$ cat src/rtl/uart_tx_arbiter.sv
// uart_tx_arbiter: round-robin arbiter between two byte requesters in front of
// the UART transmit queue write port, plus the shadowed 13-bit baud divisor.
// Divisor changes are applied only once the queue is empty and the last frame
// has finished, so a frame never goes out with a mixed baud rate.
// Optional build macro: UART_TX_ARB_STATS_EN adds per-requester byte counters.
module uart_tx_arbiter #(
    parameter logic [12:0] DIV_RESET  = 13'h01B2,
    parameter int          GAP_CYCLES = 1
) (
    input  logic        clk,
    input  logic        rst_n,
    input  logic        req0,
    input  logic        req1,
    input  logic [7:0]  data0,
    input  logic [7:0]  data1,
    output logic        ack0,
    output logic        ack1,
    input  logic        cfg_we,
    input  logic        cfg_sel,
    input  logic [7:0]  cfg_data,
    output logic        cfg_pending,
    input  logic        tx_queue_full,
    input  logic [3:0]  tx_num_remaining,
    input  logic        tx_done,
`ifdef UART_TX_ARB_STATS_EN
    input  logic        stats_clr,
    output logic [15:0] cnt0,
    output logic [15:0] cnt1,
`endif
    output logic        iocs_n,
    output logic        iorw_n,
    output logic [1:0]  ioaddr,
    output logic [7:0]  databus,
    output logic [7:0]  DBL,
    output logic [4:0]  DBH
);

    typedef enum logic [1:0] {
        ST_IDLE  = 2'd0,
        ST_WRITE = 2'd1,
        ST_GAP   = 2'd2
    } state_t;

    state_t      state_q, state_d;
    logic        last_grant_q, last_grant_d;
    logic        sent_q, sent_d;
    logic [1:0]  gap_cnt_q, gap_cnt_d;
    logic [12:0] shadow_q, shadow_d;
    logic [12:0] div_q, div_d;
    logic        pending_q, pending_d;
    logic        iocs_n_q, iocs_n_d;
    logic        iorw_n_q, iorw_n_d;
    logic [7:0]  databus_q, databus_d;
    logic        ack0_q, ack0_d;
    logic        ack1_q, ack1_d;
    logic        winner;

    // Next-state and registered-output decode; shadow writes take priority over the clear on apply
    always_comb begin
        state_d      = state_q;
        last_grant_d = last_grant_q;
        sent_d       = sent_q;
        gap_cnt_d    = gap_cnt_q;
        shadow_d     = shadow_q;
        div_d        = div_q;
        pending_d    = pending_q;
        iocs_n_d     = 1'b1;
        iorw_n_d     = 1'b1;
        databus_d    = databus_q;
        ack0_d       = 1'b0;
        ack1_d       = 1'b0;
        winner       = (req0 && req1) ? ~last_grant_q : req1;

        case (state_q)
            ST_IDLE: begin
                if (pending_q) begin
                    if ((tx_num_remaining == 4'd8) && (tx_done || !sent_q)) begin
                        div_d     = shadow_q;
                        pending_d = 1'b0;
                    end
                end else if ((req0 || req1) && !tx_queue_full) begin
                    last_grant_d = winner;
                    state_d      = ST_WRITE;
                    iocs_n_d     = 1'b0;
                    iorw_n_d     = 1'b0;
                    databus_d    = winner ? data1 : data0;
                    ack0_d       = ~winner;
                    ack1_d       = winner;
                end
            end
            ST_WRITE: begin
                sent_d    = 1'b1;
                gap_cnt_d = 2'(GAP_CYCLES - 1);
                state_d   = ST_GAP;
            end
            ST_GAP: begin
                if (gap_cnt_q == 2'd0) begin
                    state_d = ST_IDLE;
                end else begin
                    gap_cnt_d = gap_cnt_q - 2'd1;
                end
            end
            default: state_d = ST_IDLE;
        endcase

        if (cfg_we) begin
            if (cfg_sel) begin
                shadow_d[12:8] = cfg_data[4:0];
            end else begin
                shadow_d[7:0] = cfg_data;
            end
            pending_d = 1'b1;
        end
    end

    // State and output registers; reset drops the strobe and acks at once
    always_ff @(posedge clk or negedge rst_n) begin
        if (!rst_n) begin
            state_q      <= ST_IDLE;
            last_grant_q <= 1'b1;
            sent_q       <= 1'b0;
            gap_cnt_q    <= 2'd0;
            shadow_q     <= DIV_RESET;
            div_q        <= DIV_RESET;
            pending_q    <= 1'b0;
            iocs_n_q     <= 1'b1;
            iorw_n_q     <= 1'b1;
            databus_q    <= 8'h00;
            ack0_q       <= 1'b0;
            ack1_q       <= 1'b0;
        end else begin
            state_q      <= state_d;
            last_grant_q <= last_grant_d;
            sent_q       <= sent_d;
            gap_cnt_q    <= gap_cnt_d;
            shadow_q     <= shadow_d;
            div_q        <= div_d;
            pending_q    <= pending_d;
            iocs_n_q     <= iocs_n_d;
            iorw_n_q     <= iorw_n_d;
            databus_q    <= databus_d;
            ack0_q       <= ack0_d;
            ack1_q       <= ack1_d;
        end
    end

`ifdef UART_TX_ARB_STATS_EN
    logic [15:0] cnt0_q, cnt1_q;

    // Saturating byte counters; a clear wins over an ack in the same cycle
    always_ff @(posedge clk or negedge rst_n) begin
        if (!rst_n) begin
            cnt0_q <= 16'h0000;
            cnt1_q <= 16'h0000;
        end else if (stats_clr) begin
            cnt0_q <= 16'h0000;
            cnt1_q <= 16'h0000;
        end else begin
            if (ack0_q && (cnt0_q != 16'hFFFF)) cnt0_q <= cnt0_q + 16'd1;
            if (ack1_q && (cnt1_q != 16'hFFFF)) cnt1_q <= cnt1_q + 16'd1;
        end
    end

    assign cnt0 = cnt0_q;
    assign cnt1 = cnt1_q;
`endif

    assign ack0        = ack0_q;
    assign ack1        = ack1_q;
    assign cfg_pending = pending_q;
    assign iocs_n      = iocs_n_q;
    assign iorw_n      = iorw_n_q;
    assign ioaddr      = 2'b00;
    assign databus     = databus_q;
    assign DBL         = div_q[7:0];
    assign DBH         = div_q[12:8];

endmodule

$ cat config.mk
export PLATFORM = sky130hd
export DESIGN_NAME = uart_tx_arbiter
export DESIGN_NICKNAME = d
export VERILOG_FILES = /design/src/rtl/uart_tx_arbiter.sv
export SDC_FILE = /design/constraint.sdc
export NUM_CORES = 1
export LEC_CHECK = 0
export CAP_MARGIN = 10
export CORE_MARGIN = 2
export CORE_UTILIZATION = 48
export CTS_CLUSTER_SIZE = 40
export DETAILED_ROUTE_END_ITERATION = 12
export GPL_TIMING_DRIVEN = 0
export HOLD_SLACK_MARGIN = 0.08
export PLACE_DENSITY = 0.83
export SYNTH_ARGS = -nofsm -noshare
export SYNTH_HDL_FRONTEND = slang
export SYNTH_SLANG_ARGS = --single-unit
$ cat constraint.sdc
create_clock -name clk -period 4.1 [get_ports clk]
set_input_delay 0.82 -clock clk [delete_from_list [all_inputs] [get_ports clk]]
set_output_delay 0.82 -clock clk [all_outputs]
set_load 0.01 [all_outputs]
==> reports/metrics.cfg <==
[floorplan]
io_pins = 64
die_width_um = 67.1
dieArea_mm2 = 0.00450
die-height_um = 67.1
core_area_mm2 = 0.00374
num_rows = 22
initial_standard_cell_utilization_of_the_core_pct = 51.1

[placement]
post-place-cells = 234
detailed_place_hpwl_mm = 2.91
port-buffer-count = 61
finalWeightedCongestion = 0.717

[drt]
route.detailed.drc = 0
route.vias.total = 1184
firstDrtPassIters = 4
routed_wire_length_per_instance_um = 15.9
drt.antenna.violating_nets = 0
postRouteWirelength_mm = 3.86
avgViaCountPerCell = 4.89
drt_iter0_markers = 52

[finish]
fin_cells = 242
drive_above_1_share_pct = 37.6
insertedDiodeCount = 0
area_growth_pct = 39.9
finalNetCount = 230
final_util_pct = 71.5

[power_and_ir_drop]
power_per_cell_area_mw_per_mm2 = 472
post-layout-total-power_uw = 1260
power.ir.vdd_worst_uv = 288
power.clock.fraction_pct = 22.0
sequential_share_of_power_pct = 47.9
cellLeakagePower_uw = 0.00114
internal_power_uw = 947
switching_power_as_a_share_of_total_power_pct = 25.0
total_switching_power_uw = 316
comb_power_share_pct = 30.2

[sta]
rsz0062_at_grt = false
fin_skew_ns = 0.00610
max_slew_margin_pct = 36.7
finalSetupViolations = 0
worst_margin_slew_ns = 0.950
final.hold.worst_slack_ns = 0.471
hold_violations = 0
finalWorstPathRequiredPeriod_ns = 2.28
setup_tns_ns = 0
report.final.slew_viol_count = 0
highest_attainable_clock_frequency_mhz = 439
layout_worst_path_cycle_share_pct = 55.5

[synthesis]
synth_enable_flop_cells = 0
fraction_of_synthesized_cell_area_taken_by_the_top_area_cell_type_pct = 41.9
synthTopCellsByArea = sky130_fd_sc_hd__dfrtp_1, sky130_fd_sc_hd__mux2_2, sky130_fd_sc_hd__dfstp_2
syn_inst = 124
netlist_top_cells_count = sky130_fd_sc_hd__mux2_2, sky130_fd_sc_hd__dfrtp_1, sky130_fd_sc_hd__dfstp_2
synth_most_common_cell = sky130_fd_sc_hd__mux2_2
ys.flop_type = sky130_fd_sc_hd__dfrtp_1
synth_area_leader_cell = sky130_fd_sc_hd__dfrtp_1
synth_cell_type_count = 27
post_synthesis_instance_area_mm2 = 0.00191
synth-async-reset-ratio_pct = 100
synthesis.yosys.warnings = 0
sequential_cell_area_fraction_in_the_yosys_report_pct = 58.4
syn-mean-instance-area_um2 = 15.4
ys_seq_elements = 44

[clock_network]
cts_buffers = 5
cts_max_level = 2
clkTransAtPathRegs_ns = 0.07
cell_at_the_root_of_the_clock_tree = sky130_fd_sc_hd__clkbuf_8
post_cts_resize_count = 0
cts_sinks = 44
cts_tree = done
cts-root-to-sink-buffers = 2
post_cts_hold_buffer_count = 0
post_cts_buffers = 0
clk_latency_ns = 0.30

[flow_run]
total_of_max_cap_violations = 0

[critical_path]
endpoint_kind = register
cp-start-kind = input pin
path_class = input pin to register
critPathRequiredTime_ns = 4.28
largest_fanout_of_any_net_on_the_critical_path = 10
critical_path_arrival_ns = 2.46

[global_routing]
groute.usage.overall_pct = 19.5
grt_first_pass_wirelength_mm = 6.29
antenna_found_initial = 0
first_global_vias = 1294
globalRouteOverflowTotal = 0
pin_count_of_the_biggest_net_entering_global_routing = 45

[status]
run_status = completed

[worst_hold_path]
hold_path_class = register to register

## power groups by stage
| stage | logic [uW] | registers, uW | clock network, uW |
|---|---|---|---|
| final | 381 | 605 | 277 |
| after global routing | 407 | 618 | 305 |
| after CTS | 388 | 606 | 283 |
| after detailed placement | 384 | 613 | 0 |
| after global placement | 376 | 605 | 0 |
| after floorplan | 134 | 641 | 0 |
## final cells by class
| type | count | area [um^2] |
|---|---|---|
| plain buffers | 8 | 65.1 |
| inverters | 3 | 11.3 |
| flip-flops and latches | 44 | 1120 |
| fillers | 263 | 1070 |
| repair buffers | 61 | 606 |
| clock buffers | 7 | 86.3 |
| well taps | 48 | 60.1 |
| clock inverters | 1 | 7.51 |
| multi-input cells | 70 | 723 |
## metrics by stage
| stage | setup slack (ns) | instance area (um^2) |
|---|---|---|
| 2_1_floorplan | 2.13 | 1920 |
| 3_3_place_gp | 1.24 | 2590 |
| 3_5_place_dp | 1.52 | 2580 |
| 4_1_cts | 1.82 | 2680 |
| 5_1_grt | 1.77 | 2680 |
| 6_report | 1.82 | 2680 |
## cells in the final DEF, fill, tap and decap left out, types with 2 or more instances in the layout
cell and count:
sky130_fd_sc_hd__buf_2 2, sky130_fd_sc_hd__a22o_1 2, sky130_fd_sc_hd__nand2b_1 4, sky130_fd_sc_hd__buf_6 3, sky130_fd_sc_hd__mux2_4 10, sky130_fd_sc_hd__inv_1 3, sky130_fd_sc_hd__clkdlybuf4s50_1 60, sky130_fd_sc_hd__dfrtp_1 32
sky130_fd_sc_hd__clkbuf_1 2, sky130_fd_sc_hd__nand2_1 2, sky130_fd_sc_hd__dfstp_2 12, sky130_fd_sc_hd__mux2_2 33, sky130_fd_sc_hd__nor2_1 2, sky130_fd_sc_hd__clkbuf_8 6, sky130_fd_sc_hd__buf_4 3, sky130_fd_sc_hd__nor2b_1 2
sky130_fd_sc_hd__a21o_1 2, sky130_fd_sc_hd__conb_1 2
## critical path, cell delays in order
cell and delay, ns:
sky130_fd_sc_hd__clkdlybuf4s50_1 0.47, sky130_fd_sc_hd__a21boi_0 0.24, sky130_fd_sc_hd__buf_2 0.28, sky130_fd_sc_hd__mux2_2 0.38, sky130_fd_sc_hd__mux2_2 0.26
## cell families (layout without fill, tap and decap cells)
| logic type | after synthesis | in the layout | share of synthesized area, % |
|---|---|---|---|
| adders and majority gates | 1 | 1 | 0.654 |
| DFF | 44 | 44 | 58.4 |
| muxes | 43 | 43 | 27.3 |
| other | 1 | 2 | 0.196 |
| and+or+nand+nor | 16 | 16 | 6.28 |
| buffers and inverters | 11 | 80 | 3.99 |
| AOI/OAI and AO/OA | 8 | 8 | 3.21 |
## routing by layer
| layer | share of wire, % | up-vias | GRT usage [%] |
|---|---|---|---|
| met5 | 0 | - | 0 |
| met4 | 1.5 | 0 | 9.18 |
| met3 | 2.7 | 5 | 3.38 |
| met2 | 58 | 21 | 34.4 |
| met1 | 38 | 588 | 23.1 |
| li1 | - | 570 | - |
## flip-flops by register name, indices dropped and copies added, names as in the netlist
register      flops
ack0              1
ack1              1
cfg_pending       1
databus           8
div_q            13
gap_cnt_q         2
iorw_n            1
last_grant_q      1
sent_q            1
shadow_q         13
state_q           2
## worst paths after layout
check / from / to / slack [ns] / cells past startpoint
setup / recovery: req1 / databus[3] / 1.82 / 5
hold / removal: sent_q / sent_q / 0.47 / 1
setup reg to reg: state_q[0] / databus[2] / 2.42 / 5
hold reg to reg: sent_q / sent_q / 0.47 / 1
max in group asynchronous: rst_n / div_q[10] / 2.85 / 1
min in group asynchronous: rst_n / div_q[12] / 0.67 / 1
Power figures use the tool's default switching activity.
